`config.mk`:
```
export PLATFORM = sky130hd
export DESIGN_NAME = snake_map_writer
export DESIGN_NICKNAME = d
export VERILOG_FILES = /design/src/rtl/snake_map_writer.sv
export SDC_FILE = /design/constraint.sdc
export NUM_CORES = 1
export LEC_CHECK = 0
export ABC_AREA = 0
export CAP_MARGIN = 20
export CORE_AREA = 2 2 159 161
export DETAILED_ROUTE_END_ITERATION = 12
export DIE_AREA = 0 0 161 163
export HOLD_SLACK_MARGIN = 0.05
export PLACE_DENSITY = 0.66
export SYNTH_ARGS = -nofsm -noshare
export SYNTH_HDL_FRONTEND = slang
export SYNTH_SLANG_ARGS = --single-unit
```
`constraint.sdc`:
```
create_clock -name clk -period 5.7 [get_ports clk]
set_input_delay 1.14 -clock clk [delete_from_list [all_inputs] [get_ports clk]]
set_output_delay 1.14 -clock clk [all_outputs]
set_load 0.05 [all_outputs]
```
`src/rtl/snake_map_writer.sv`:
```
// snake_map_writer: writes snake/food/ground tile codes into the 16x16 map RAM.
// Optional: define BODY_CHECK_EN for an occupancy bitmap and self-collision pulse.
module snake_map_writer #(
  parameter int MAX_LEN = 64,
  parameter int INIT_X  = 8,
  parameter int INIT_Y  = 8
) (
  input  logic       clk,
  input  logic       rst_n,
  input  logic       step_valid,
  output logic       step_ready,
  input  logic [1:0] step_dir,
  input  logic       step_grow,
  input  logic       food_valid,
  output logic       food_ready,
  input  logic [3:0] food_x,
  input  logic [3:0] food_y,
  output logic       wr_en,
  output logic [7:0] wr_addr,
  output logic [3:0] wr_data,
  output logic       step_done,
  output logic [6:0] length,
  output logic       hit
);
  localparam int PW = (MAX_LEN > 1) ? $clog2(MAX_LEN) : 1;
  localparam int CW = $clog2(MAX_LEN + 1);
  localparam logic [CW-1:0] FULL = CW'(MAX_LEN);
  localparam logic [PW-1:0] LAST = PW'(MAX_LEN - 1);
  localparam logic [3:0] IX = 4'(INIT_X);
  localparam logic [3:0] IY = 4'(INIT_Y);
  localparam logic [1:0] D_L = 2'd0;
  localparam logic [1:0] D_R = 2'd1;
  localparam logic [1:0] D_U = 2'd2;

  typedef enum logic [3:0] {
    S_CLEAR, S_INIT, S_IDLE, S_FOOD,
    S_TCLR, S_TNEW, S_NECK, S_HEAD, S_DONE
  } state_t;

  state_t        state_q, state_d;
  logic          run_q, run_d;
  logic [7:0]    cnt_q, cnt_d;
  logic [7:0]    head_q, head_d;
  logic [7:0]    tail_q, tail_d;
  logic [7:0]    nh_q, nh_d;
  logic [7:0]    food_q, food_d;
  logic [1:0]    cur_q, cur_d;
  logic [1:0]    dir_q, dir_d;
  logic          grow_q, grow_d;
  logic [1:0]    fifo_q [MAX_LEN];
  logic [1:0]    fifo_d [MAX_LEN];
  logic [PW-1:0] rd_q, rd_d;
  logic [PW-1:0] wr_q, wr_d;
  logic [CW-1:0] fcnt_q, fcnt_d;
  logic [6:0]    len_q, len_d;
  logic [1:0]    d_sel;
  logic [PW-1:0] rd_nx;
`ifdef BODY_CHECK_EN
  logic [255:0]  occ_q, occ_d;
  logic          hp_q, hp_d;
`endif

  // Positions are packed {y,x}; 4-bit arithmetic gives the wrap for free.
  function automatic logic [7:0] mv(
    input logic [7:0] p,
    input logic [1:0] d
  );
    logic [3:0] x;
    logic [3:0] y;
    x = p[3:0];
    y = p[7:4];
    case (d)
      D_L:     x = x - 4'd1;
      D_R:     x = x + 4'd1;
      D_U:     y = y - 4'd1;
      default: y = y + 4'd1;
    endcase
    return {y, x};
  endfunction

  function automatic logic [PW-1:0] inc(
    input logic [PW-1:0] p
  );
    return (p == LAST) ? '0 : p + PW'(1);
  endfunction

  // Corner code is 4 + {down, right} of the two joined sides.
  function automatic logic [3:0] neck(
    input logic [1:0] c,
    input logic [1:0] d
  );
    logic h;
    logic v;
    h = c[1] ? d[0] : ~c[0];
    v = c[1] ? ~c[0] : d[0];
    if (c == d) return c[1] ? 4'h3 : 4'h2;
    return {2'b01, v, h};
  endfunction

  assign rd_nx  = inc(rd_q);
  assign d_sel  = (step_dir == (cur_q ^ 2'd1)) ? cur_q : step_dir;
  assign length = len_q;

  always_comb begin
    state_d    = state_q;
    run_d      = 1'b1;
    cnt_d      = cnt_q;
    head_d     = head_q;
    tail_d     = tail_q;
    nh_d       = nh_q;
    food_d     = food_q;
    cur_d      = cur_q;
    dir_d      = dir_q;
    grow_d     = grow_q;
    fifo_d     = fifo_q;
    rd_d       = rd_q;
    wr_d       = wr_q;
    fcnt_d     = fcnt_q;
    len_d      = len_q;
    wr_en      = 1'b0;
    wr_addr    = 8'd0;
    wr_data    = 4'd0;
    step_done  = 1'b0;
    step_ready = 1'b0;
    food_ready = 1'b0;
    hit        = 1'b0;
`ifdef BODY_CHECK_EN
    occ_d      = occ_q;
    hp_d       = hp_q;
`endif
    unique case (state_q)
      S_CLEAR: begin
        wr_en   = run_q;
        wr_addr = cnt_q;
        if (run_q) begin
          cnt_d = cnt_q + 8'd1;
          if (cnt_q == 8'hFF) state_d = S_INIT;
        end
      end
      S_INIT: begin
        wr_en   = 1'b1;
        wr_addr = {IY, IX - 4'd2 + cnt_q[3:0]};
        wr_data = (cnt_q == 8'd0) ? 4'h9 :
                  (cnt_q == 8'd1) ? 4'h2 : 4'hD;
`ifdef BODY_CHECK_EN
        occ_d[wr_addr] = 1'b1;
`endif
        cnt_d = cnt_q + 8'd1;
        if (cnt_q == 8'd2) begin
          state_d   = S_IDLE;
          cnt_d     = 8'd0;
          head_d    = {IY, IX};
          tail_d    = {IY, IX - 4'd2};
          cur_d     = D_R;
          fifo_d[0] = D_R;
          fifo_d[1] = D_R;
          rd_d      = '0;
          wr_d      = inc(inc('0));
          fcnt_d    = CW'(2);
          len_d     = 7'd3;
        end
      end
      S_IDLE: begin
        step_ready = 1'b1;
        food_ready = ~step_valid;
        if (step_valid) begin
          dir_d   = d_sel;
          nh_d    = mv(head_q, d_sel);
          grow_d  = step_grow && (fcnt_q != FULL);
          state_d = (step_grow && (fcnt_q != FULL)) ? S_NECK : S_TCLR;
        end else if (food_valid) begin
          food_d  = {food_y, food_x};
          state_d = S_FOOD;
        end
      end
      S_FOOD: begin
        wr_en   = 1'b1;
        wr_addr = food_q;
        wr_data = 4'h1;
        state_d = S_IDLE;
      end
      S_TCLR: begin
        wr_en   = 1'b1;
        wr_addr = tail_q;
`ifdef BODY_CHECK_EN
        occ_d[tail_q] = 1'b0;
`endif
        state_d = S_TNEW;
      end
      S_TNEW: begin
        tail_d  = mv(tail_q, fifo_q[rd_q]);
        wr_en   = 1'b1;
        wr_addr = tail_d;
        wr_data = {2'b10, fifo_q[rd_nx]};
        rd_d    = rd_nx;
        fcnt_d  = fcnt_q - CW'(1);
        state_d = S_NECK;
      end
      S_NECK: begin
        wr_en   = 1'b1;
        wr_addr = head_q;
        wr_data = neck(cur_q, dir_q);
`ifdef BODY_CHECK_EN
        hp_d = occ_q[nh_q];
`endif
        state_d = S_HEAD;
      end
      S_HEAD: begin
        wr_en   = 1'b1;
        wr_addr = nh_q;
        wr_data = {2'b11, dir_q};
`ifdef BODY_CHECK_EN
        occ_d[nh_q] = 1'b1;
`endif
        state_d = S_DONE;
      end
      S_DONE: begin
        step_done    = 1'b1;
`ifdef BODY_CHECK_EN
        hit          = hp_q;
`endif
        fifo_d[wr_q] = dir_q;
        wr_d         = inc(wr_q);
        fcnt_d       = fcnt_q + CW'(1);
        cur_d        = dir_q;
        head_d       = nh_q;
        len_d        = len_q + {6'd0, grow_q};
        state_d      = S_IDLE;
      end
      default: state_d = S_CLEAR;
    endcase
  end

  always_ff @(posedge clk or negedge rst_n) begin
    if (!rst_n) begin
      state_q <= S_CLEAR;
      run_q   <= 1'b0;
      cnt_q   <= 8'd0;
      head_q  <= 8'd0;
      tail_q  <= 8'd0;
      nh_q    <= 8'd0;
      food_q  <= 8'd0;
      cur_q   <= D_R;
      dir_q   <= D_R;
      grow_q  <= 1'b0;
      rd_q    <= '0;
      wr_q    <= '0;
      fcnt_q  <= '0;
      len_q   <= 7'd0;
      for (int i = 0; i < MAX_LEN; i++) fifo_q[i] <= 2'd0;
`ifdef BODY_CHECK_EN
      occ_q   <= '0;
      hp_q    <= 1'b0;
`endif
    end else begin
      state_q <= state_d;
      run_q   <= run_d;
      cnt_q   <= cnt_d;
      head_q  <= head_d;
      tail_q  <= tail_d;
      nh_q    <= nh_d;
      food_q  <= food_d;
      cur_q   <= cur_d;
      dir_q   <= dir_d;
      grow_q  <= grow_d;
      rd_q    <= rd_d;
      wr_q    <= wr_d;
      fcnt_q  <= fcnt_d;
      len_q   <= len_d;
      fifo_q  <= fifo_d;
`ifdef BODY_CHECK_EN
      occ_q   <= occ_d;
      hp_q    <= hp_d;
`endif
    end
  end

endmodule

```
==> impl_metrics.env <==
export IMPL_worstPathArrival_ns=4.38
export IMPL_drv_cap=0
export IMPL_final_hold_viol_count=0
export IMPL_die_x_um=161
export IMPL_dp_hpwl_mm=21.88
export IMPL_maxSlewHeadroom_pct=26.36
export IMPL_htree_levels=1
export IMPL_grt_usage_pct=24.82
export IMPL_area_growth_pct=13.31
export IMPL_worstMarginPinSlew_ns=1.102
export IMPL_postPlaceCellArea_sq_um=12790
export IMPL_syn_area_sq_um=12020
export IMPL_hold_class="reg2reg"
export IMPL_power_internal_mw=3.783
export IMPL_ys_types=72
export IMPL_firstDrtPassIters=6
export IMPL_start_util_pct=48.73
export IMPL_drive_gt1_share_pct=25.76
export IMPL_path_clk_slew_ns=0.08
export IMPL_finalNetCount=1182
export IMPL_fill_cells=2138
export IMPL_antenna_found_initial=0
export IMPL_cts_buffers=24
export IMPL_drcViolationCount=0
export IMPL_via_per_inst=6.173
export IMPL_final_cell_mix="dfrtp_1, mux2_2, nand2_1"
export IMPL_worstPathRequired_ns=4.56
export IMPL_dieArea_sq_um=26240
export IMPL_cp_max_fo=19
export IMPL_comb_power_share_pct=47.0
export IMPL_detail_route_antenna_nets=0
export IMPL_endpoint_kind="output port"
export IMPL_fin_crit_sh_pct=96.87
export IMPL_wl_mm=32.10
export IMPL_skew_ns=0.02540
export IMPL_seqPwrFrac_pct=30.0
export IMPL_ys_ff_latch=204
export IMPL_syn_inst=1113
export IMPL_status="complete, no violations"
export IMPL_port_buffers=37
export IMPL_final_setup_viol_count=0
export IMPL_avgSynthCellArea_sq_um=10.80
export IMPL_p_switching_mw=2.788
export IMPL_die_h_um=163
export IMPL_hold_buffers=0
export IMPL_finalPower_mw=6.572
export IMPL_clkPwrFrac_pct=23.0
export IMPL_critPathKind="reg2out"
export IMPL_cpPeakStageDelay_ns=0.74
export IMPL_rsz0062_at_grt="false"
export IMPL_r2r_slack_ns=1.83
export IMPL_grt_ovfl_total=0
export IMPL_io_pins=39
export IMPL_ys_seq_area_share_pct=42.48
export IMPL_cts_root_buf="clkbuf_16"
export IMPL_cts_sinks=204
export IMPL_max_freq_mhz=181.1
export IMPL_ys_flop_type="dfrtp_1"
export IMPL_drt_iter0_markers=814
export IMPL_layout_commonest_cell="dfrtp_1"
export IMPL_switching_share_pct=42.43
export IMPL_vias=9179
export IMPL_power_leakage_nw=6.055
export IMPL_synth_nets=1156
export IMPL_place_congestion=0.9286
export IMPL_std_cell_rows=58
export IMPL_grt_pass1_wl_mm=51.36
export IMPL_report_final_slew_viol_count=0
export IMPL_cp_slowest_cell="dfrtp_1"
export IMPL_powerDensity_nw_per_um2=482.3
export IMPL_n_antenna_cell=0
export IMPL_fin_crit_ns=5.522
export IMPL_cts_buffer_depth=3
export IMPL_async_flop_share_pct=100.0
export IMPL_detail_route_wl_per_cell_um=21.59
export IMPL_critPathLaunchType="flop"
export IMPL_ys_warn_count=0
export IMPL_vdd_drop_max_mv=0.4903
export IMPL_path_common_cell="buf_4"
export IMPL_grt_max_degree=70
export IMPL_utilization_pct=55.22
export IMPL_synth_edff_count=0
export IMPL_worstSkewPairLatency_ns=0.53
export IMPL_cts_tree="yes"
export IMPL_cp_cell_sequence="buf_4 > nor2b_1 > a22oi_1 > nand2_1 > mux4_2 > buf_4 > and2_1 > ha_1 > a21o_1 > a21oi_2 > nor3_1 > a211oi_1 > nand2_1 > buf_4"
export IMPL_coreArea_sq_um=24670
export IMPL_fin_setup_tns_ns=0
export IMPL_grt_pass1_vias=8899
export IMPL_finalInstanceArea_sq_um=13620
-- through the flow --
stage          setup WS [ns]  instances  hold slack (ns)
5_1_grt             0.009524       1487           0.5270
6_report              0.1783       1487           0.4945
3_3_place_gp          0.5318       1438           0.4864
3_5_place_dp          0.5187       1438           0.4859
4_1_cts             0.005832       1482           0.5018
2_1_floorplan         0.4128       1113           0.4538
-- worst paths after layout --
path | endpoint | startpoint | cells past startpoint
worst max-delay path | wr_addr[7] | rd_q[2] | 14
worst min-delay path | length[6] | length[6] | 1
worst max register to register | tail_q[7] | rd_q[2] | 13
worst min register to register | length[6] | length[6] | 1
max in group asynchronous | dir_q[1] | rst_n | 2
min in group asynchronous | fcnt_q[4] | rst_n | 1
-- cell usage after synthesis, drive strengths merged, types with 10 or more instances --
master / n / area share, %
xnor2: 19 / 1.4
nor3: 15 / 0.62
nand3: 30 / 1.2
ha: 23 / 2.4
nand2: 128 / 4.0
mux2i: 26 / 2.2
o211ai: 10 / 0.62
a21o: 13 / 0.81
mux4: 51 / 9.6
a22oi: 19 / 1.2
o22ai: 11 / 0.57
mux2: 145 / 14
inv: 25 / 0.78
buf: 21 / 1.2
a21oi: 35 / 1.5
clkbuf: 47 / 1.5
o21ai: 57 / 2.4
xor2: 11 / 0.80
nor2: 108 / 3.4
dfrtp: 202 / 42
-- flip-flops by register name (all words and copies together), names as in the netlist --
name / flops
cnt_q: 8
fcnt_q: 7
nh_q: 8
fifo_q: 128
cur_q: 2
run_q: 1
length: 7
dir_q: 2
head_q: 8
tail_q: 8
grow_q: 1
state_q: 4
wr_q: 6
rd_q: 6
food_q: 8
-- worst max-delay path: cells and delay by family, from the launching register on --
kind,cells,cell delay [ns]
adders and majority gates,1,0.26
AOI/OAI and AO/OA,4,0.86
DFF,1,0.74
buffers and inverters,3,0.72
muxes,1,0.29
and+or+nand+nor,5,0.96
-- what timing repair did --
action | in CTS | in global routing
endpoints found under the setup margin | 1 | 4
pin swaps | 0 | 1
setup buffers | 0 | 5
gates resized for setup | 1 | 1
gates cloned | 0 | 0
-- layout make-up --
class | instances | area, sq um | area share (%)
Inverter | 25 | 93.84 | 0.6888
Multi-Input combinational cell | 816 | 6533 | 47.95
Sequential cell | 204 | 5110 | 37.51
Clock buffer | 33 | 684.4 | 5.023
Timing Repair Buffer | 68 | 686.9 | 5.042
Clock inverter | 11 | 103.9 | 0.7622
Tap cell | 330 | 412.9 | 3.031
-- cell families after synthesis --
kind of cell	synth area share, %
other	0.06246
and+or+nand+nor	12.51
xor gates and xnor gates	2.185
muxes	25.33
AOI/OAI and AO/OA	10.78
adders and majority gates	3.226
DFF	42.48
buffers and inverters	3.434
-- routing by layer --
metal	vias up	global-route usage, %	part of all wire, %
li1	4133	-	-
met2	352	37.05	44
met5	-	0	0
met3	55	4.736	7.4
met1	4639	37.48	46
met4	0	5.925	2.1
-- power by group through the flow --
stage	Clock, mW	Sequential [mW]	Combinational [mW]
after global routing	1.60	2.00	3.34
after global placement	0	1.98	2.97
after CTS	1.55	1.97	3.02
after detailed placement	0	1.99	3.01
after floorplan	0	1.85	2.18
final	1.51	1.97	3.09
Note: power is estimated with default switching activity, not from simulation.
